**config.mk**
```make
export PLATFORM = sky130hd
export DESIGN_NAME = bp_be_mem_credit_ctrl
export DESIGN_NICKNAME = d
export VERILOG_FILES = /design/src/rtl/bp_be_mem_credit_ctrl.sv
export SDC_FILE = /design/constraint.sdc
export NUM_CORES = 1
export LEC_CHECK = 0
export ABC_AREA = 1
export CORE_AREA = 3 3 40 42
export CTS_BUF_LIST = sky130_fd_sc_hd__clkbuf_4
export DETAILED_ROUTE_END_ITERATION = 10
export DIE_AREA = 0 0 43 45
export HOLD_SLACK_MARGIN = 0.15
export PLACE_DENSITY = 0.63
export SLEW_MARGIN = 30
export SYNTH_ARGS = -nofsm -noshare
export SYNTH_HDL_FRONTEND = slang
export SYNTH_SLANG_ARGS = --single-unit
```
**constraint.sdc**
```tcl
create_clock -name clk_i -period 3.62 [get_ports clk_i]
set_clock_uncertainty 0.1 [all_clocks]
set_input_delay 0.362 -clock clk_i [delete_from_list [all_inputs] [get_ports clk_i]]
set_output_delay 0.362 -clock clk_i [all_outputs]
set_load 0.005 [all_outputs]
```
**src/rtl/bp_be_mem_credit_ctrl.sv**
```systemverilog
// Outstanding memory-request credit tracker with fence drain sequencing.
// Optional watchdog timeout enabled by defining BP_BE_CREDIT_WATCHDOG_EN.
module bp_be_mem_credit_ctrl #(
    parameter int credits_p         = 4,
    parameter int watchdog_cycles_p = 1024,
    parameter int credit_width_lp   = $clog2(credits_p + 1)
) (
    input  logic                       clk_i,
    input  logic                       reset_n_i,
    input  logic                       mem_issue_v_i,
    input  logic                       mem_resp_v_i,
    input  logic                       fence_v_i,
    output logic [credit_width_lp-1:0] credit_count_o,
    output logic                       credits_full_o,
    output logic                       credits_empty_o,
    output logic                       fence_busy_o,
    output logic                       fence_done_o,
    output logic                       overflow_o,
    output logic                       underflow_o,
    output logic                       timeout_o
);

    typedef enum logic [1:0] {
        IDLE  = 2'd0,
        DRAIN = 2'd1,
        DONE  = 2'd2
    } state_e;

    localparam logic [credit_width_lp-1:0] CreditsMax = credit_width_lp'(credits_p);

    logic [credit_width_lp-1:0] count_q, count_d;
    logic                       overflow_q, overflow_d;
    logic                       underflow_q, underflow_d;
    state_e                     state_q;
    logic                       busy_q, done_q;

    // Errant issue/response leaves the count saturated and latches a sticky flag.
    always_comb begin
        count_d     = count_q;
        overflow_d  = overflow_q;
        underflow_d = underflow_q;
        unique case ({mem_issue_v_i, mem_resp_v_i})
            2'b10: begin
                if (count_q == CreditsMax) overflow_d = 1'b1;
                else                       count_d    = count_q + credit_width_lp'(1);
            end
            2'b01: begin
                if (count_q == '0) underflow_d = 1'b1;
                else               count_d     = count_q - credit_width_lp'(1);
            end
            default: count_d = count_q;
        endcase
    end

    always_ff @(posedge clk_i or negedge reset_n_i) begin
        if (!reset_n_i) begin
            count_q     <= '0;
            overflow_q  <= 1'b0;
            underflow_q <= 1'b0;
        end else begin
            count_q     <= count_d;
            overflow_q  <= overflow_d;
            underflow_q <= underflow_d;
        end
    end

    // DRAIN exit looks at the registered count, so the last response must land first.
    always_ff @(posedge clk_i or negedge reset_n_i) begin
        if (!reset_n_i) begin
            state_q <= IDLE;
            busy_q  <= 1'b0;
            done_q  <= 1'b0;
        end else begin
            unique case (state_q)
                IDLE: begin
                    done_q <= 1'b0;
                    if (fence_v_i) begin
                        state_q <= DRAIN;
                        busy_q  <= 1'b1;
                    end
                end
                DRAIN: begin
                    if ((count_q == '0) && !mem_issue_v_i) begin
                        state_q <= DONE;
                        busy_q  <= 1'b0;
                        done_q  <= 1'b1;
                    end
                end
                DONE: begin
                    done_q <= 1'b0;
                    if (fence_v_i) begin
                        state_q <= DRAIN;
                        busy_q  <= 1'b1;
                    end else begin
                        state_q <= IDLE;
                    end
                end
                default: begin
                    state_q <= IDLE;
                    busy_q  <= 1'b0;
                    done_q  <= 1'b0;
                end
            endcase
        end
    end

`ifdef BP_BE_CREDIT_WATCHDOG_EN
    localparam int wd_width_lp = $clog2(watchdog_cycles_p + 1);
    localparam logic [wd_width_lp-1:0] WdMax = wd_width_lp'(watchdog_cycles_p);

    logic [wd_width_lp-1:0] wd_q, wd_d;
    logic                   timeout_q;

    always_comb begin
        wd_d = wd_q;
        if (mem_resp_v_i || (count_q == '0)) wd_d = '0;
        else if (wd_q != WdMax)              wd_d = wd_q + wd_width_lp'(1);
    end

    always_ff @(posedge clk_i or negedge reset_n_i) begin
        if (!reset_n_i) begin
            wd_q      <= '0;
            timeout_q <= 1'b0;
        end else begin
            wd_q <= wd_d;
            if (wd_d == WdMax) timeout_q <= 1'b1;
        end
    end

    assign timeout_o = timeout_q;
`else
    assign timeout_o = 1'b0;
`endif

    assign credit_count_o  = count_q;
    assign credits_full_o  = (count_q == CreditsMax);
    assign credits_empty_o = (count_q == '0);
    assign fence_busy_o    = busy_q;
    assign fence_done_o    = done_q;
    assign overflow_o      = overflow_q;
    assign underflow_o     = underflow_q;

endmodule

```
==> impl_metrics.ini <==
[worst_setup_path]
path_class = reg -> out
critical_path.cell_chain = nor2_4, nand2_2, inv_1, clkdlybuf4s50_1
crit_arrival_ns = 1.51
crit_family = buffers and inverters
rr_worst_depth = 7
crit_slowest_cell = clkdlybuf4s50_1
worstSetupStartpoint = credit_count_o[1]$_DFFE_PN0P_
setup.worst_path.start_class = register
rr_startpoint = credit_count_o[0]$_DFFE_PN0P_
crit_buf_inv = 2
crit_fanout = 3
worstPathRequired_ns = 3.16
path_depth = 4
worst_setup_path_end_kind = output port
worstSetupEndpoint = credits_full_o
r2r_end = credit_count_o[2]$_DFFE_PN0P_
reg2reg_slack_ns = 2.03
cpPeakStageDelay_ns = 0.50

[synthesis]
synthTopCellsByArea = dfrtp_1, nand2_1, nand2_4
yosysWarnings = 0
synth_top_area_frac = 0.466
ys_ff_latch = 9
syn_area_sq_um = 483
syn_avg_cell_area_sq_um = 8.94
synth_nets = 60
synth_cell_type_count = 20
synth_top_cell_by_area = dfrtp_1
ys_seq_area_frac = 0.466
postSynthCellCount = 54

[global_routing]
grt_overflow = 0
grt_pass1_vias = 408
antenna_found_initial = 0
grt_usage = 0.127
grt_pass1_wl_microns = 1670
grt_max_degree = 10

[detailed_routing]
route.detailed.drc = 0
wire_per_inst_microns = 10.7
drtIter0Drc = 3
vias_per_cell = 4.55
first_pass_iters = 3
vias = 387
ant_nets = 0
drt_wl_total_microns = 911

[sta]
layout_worst_path_cycle_share = 0.546
fmax_mhz = 506
drv_slew = 0
period_minus_slack_ns = 1.98
whs_ns = 0.292
setup_viol = 0
rsz0062_at_grt = no
timing_hold_violations_final = 0
finalSetupTns_ns = 0

[final_layout]
drive_gt1_frac = 0.229
instances_no_fill = 85
n_antenna_cell = 0
layout.nets = 77
syn_to_final_growth_pct = 35.5
post-route-util = 0.509

[power]
power.leakage_nw = 0.334
peakVddDrop_mv = 0.310
p_per_area_nw_per_um2 = 843

[clocking]
htree_levels = 1
cts_setup_buffers = 0
hold_buffers = 0
path_clk_slew_ns = 0.06
cts_buffers = 3
cts-root-buf = clkbuf_4
ctsLongestPathBuffers = 2
insertion_delay_ns = 0.27
ctsResizeCount = 0
cts_sinks = 9
cts_tree = done

[place]
place_inst = 81
hpwl_microns = 702
numPortBuffers = 13
place_congestion = 0.717

[flow_run]
drv_cap = 0

[die]
fp.coreArea_sq_um = 1280
die_y_microns = 45
dieArea_sq_um = 1940
row_count = 13
boundaryPins = 15
initial_core_util = 0.376
die_x_microns = 43

[status]
status = complete, no violations

[worst_hold_path]
holdCritPathClass = in -> async
[how the worst min path moves through the flow]
stage,start,cells past startpoint,end
2_1_floorplan,reset_n_i,0,credit_count_o[0]$_DFFE_PN0P_
3_3_place_gp,state_q[1]$_DFFE_PN0P_,1,state_q[1]$_DFFE_PN0P_
3_5_place_dp,state_q[1]$_DFFE_PN0P_,1,state_q[1]$_DFFE_PN0P_
4_1_cts,reset_n_i,1,credit_count_o[1]$_DFFE_PN0P_
5_1_grt,reset_n_i,1,credit_count_o[0]$_DFFE_PN0P_
6_report,reset_n_i,1,fence_busy_o$_DFFE_PN0P_
[per-layer routing]
layer  wire (microns)  track usage  share of wire  up-vias
met5                0            0              0        -
met4               46        0.127          0.050        0
met3               40       0.0359          0.044        5
met2              391        0.189           0.43       12
met1              433        0.143           0.48      178
li1                 -            -              -      192
[state kept, by name (all words and copies together), names as in the netlist]
| signal | cells |
|---|---|
| credit_count_o | 3 |
| fence_busy_o | 1 |
| fence_done_o | 1 |
| overflow_o | 1 |
| state_q | 2 |
| underflow_o | 1 |
[cells in the final DEF (no fill, tap or decap), drive strengths merged]
cell type	instances
nor3	1
nor2	3
nand3	3
fa	1
a21o	1
clkinv	1
nand3b	1
o21ai	1
conb	1
clkdlybuf4s50	13
nand2	20
clkbuf	4
inv	9
o21a	1
o21bai	1
dfrtp	9
[cell usage after synthesis]
cell type / count
a21o_1: 1
buf_4: 1
clkinv_2: 1
conb_1: 1
dfrtp_1: 9
fa_1: 1
inv_1: 8
inv_2: 1
nand2_1: 13
nand2_2: 4
nand2_4: 3
nand3_1: 3
nand3b_1: 1
nor2_1: 1
nor2_2: 1
nor2_4: 1
nor3_1: 1
o21a_1: 1
o21ai_2: 1
o21bai_1: 1
[cell type report]
type	instances	area, sq um
Clock buffer	4	30.0
Tap cell	15	18.8
Sequential cell	9	225
Inverter	10	38.8
Multi-Input combinational cell	34	211
Timing Repair Buffer	13	130
Fill cell	144	631
[through the flow]
stage	worst slack, ns	cell area (sq um)	total power [mW]
6_report	1.64	654	0.552
5_1_grt	1.54	654	0.611
4_1_cts	1.62	654	0.561
3_5_place_dp	1.61	624	0.468
3_3_place_gp	1.62	624	0.461
2_1_floorplan	2.11	483	0.337
[cell families (layout without fill, tap and decap cells)]
logic type	count (synthesis)	count (layout)	share of synthesized area
AND/OR/NAND/NOR	28	28	0.324
adder cells (fa/ha/maj)	1	1	0.0415
buffers and inverters	11	27	0.0958
other	1	1	0.00776
AO/OA/AOI/OAI	4	4	0.0648
flip-flops	9	9	0.466
[power breakdown]
| part | switching (mW) | total, mW | internal (mW) | leakage [nW] |
|---|---|---|---|---|
| clock network | 0.0386 | 0.0887 | 0.0502 | 0.0184 |
| logic | 0.128 | 0.277 | 0.149 | 0.210 |
| registers | 0.0377 | 0.186 | 0.148 | 0.105 |
| total | 0.204 | 0.552 | 0.348 | 0.334 |
Power figures use the tool's default switching activity.
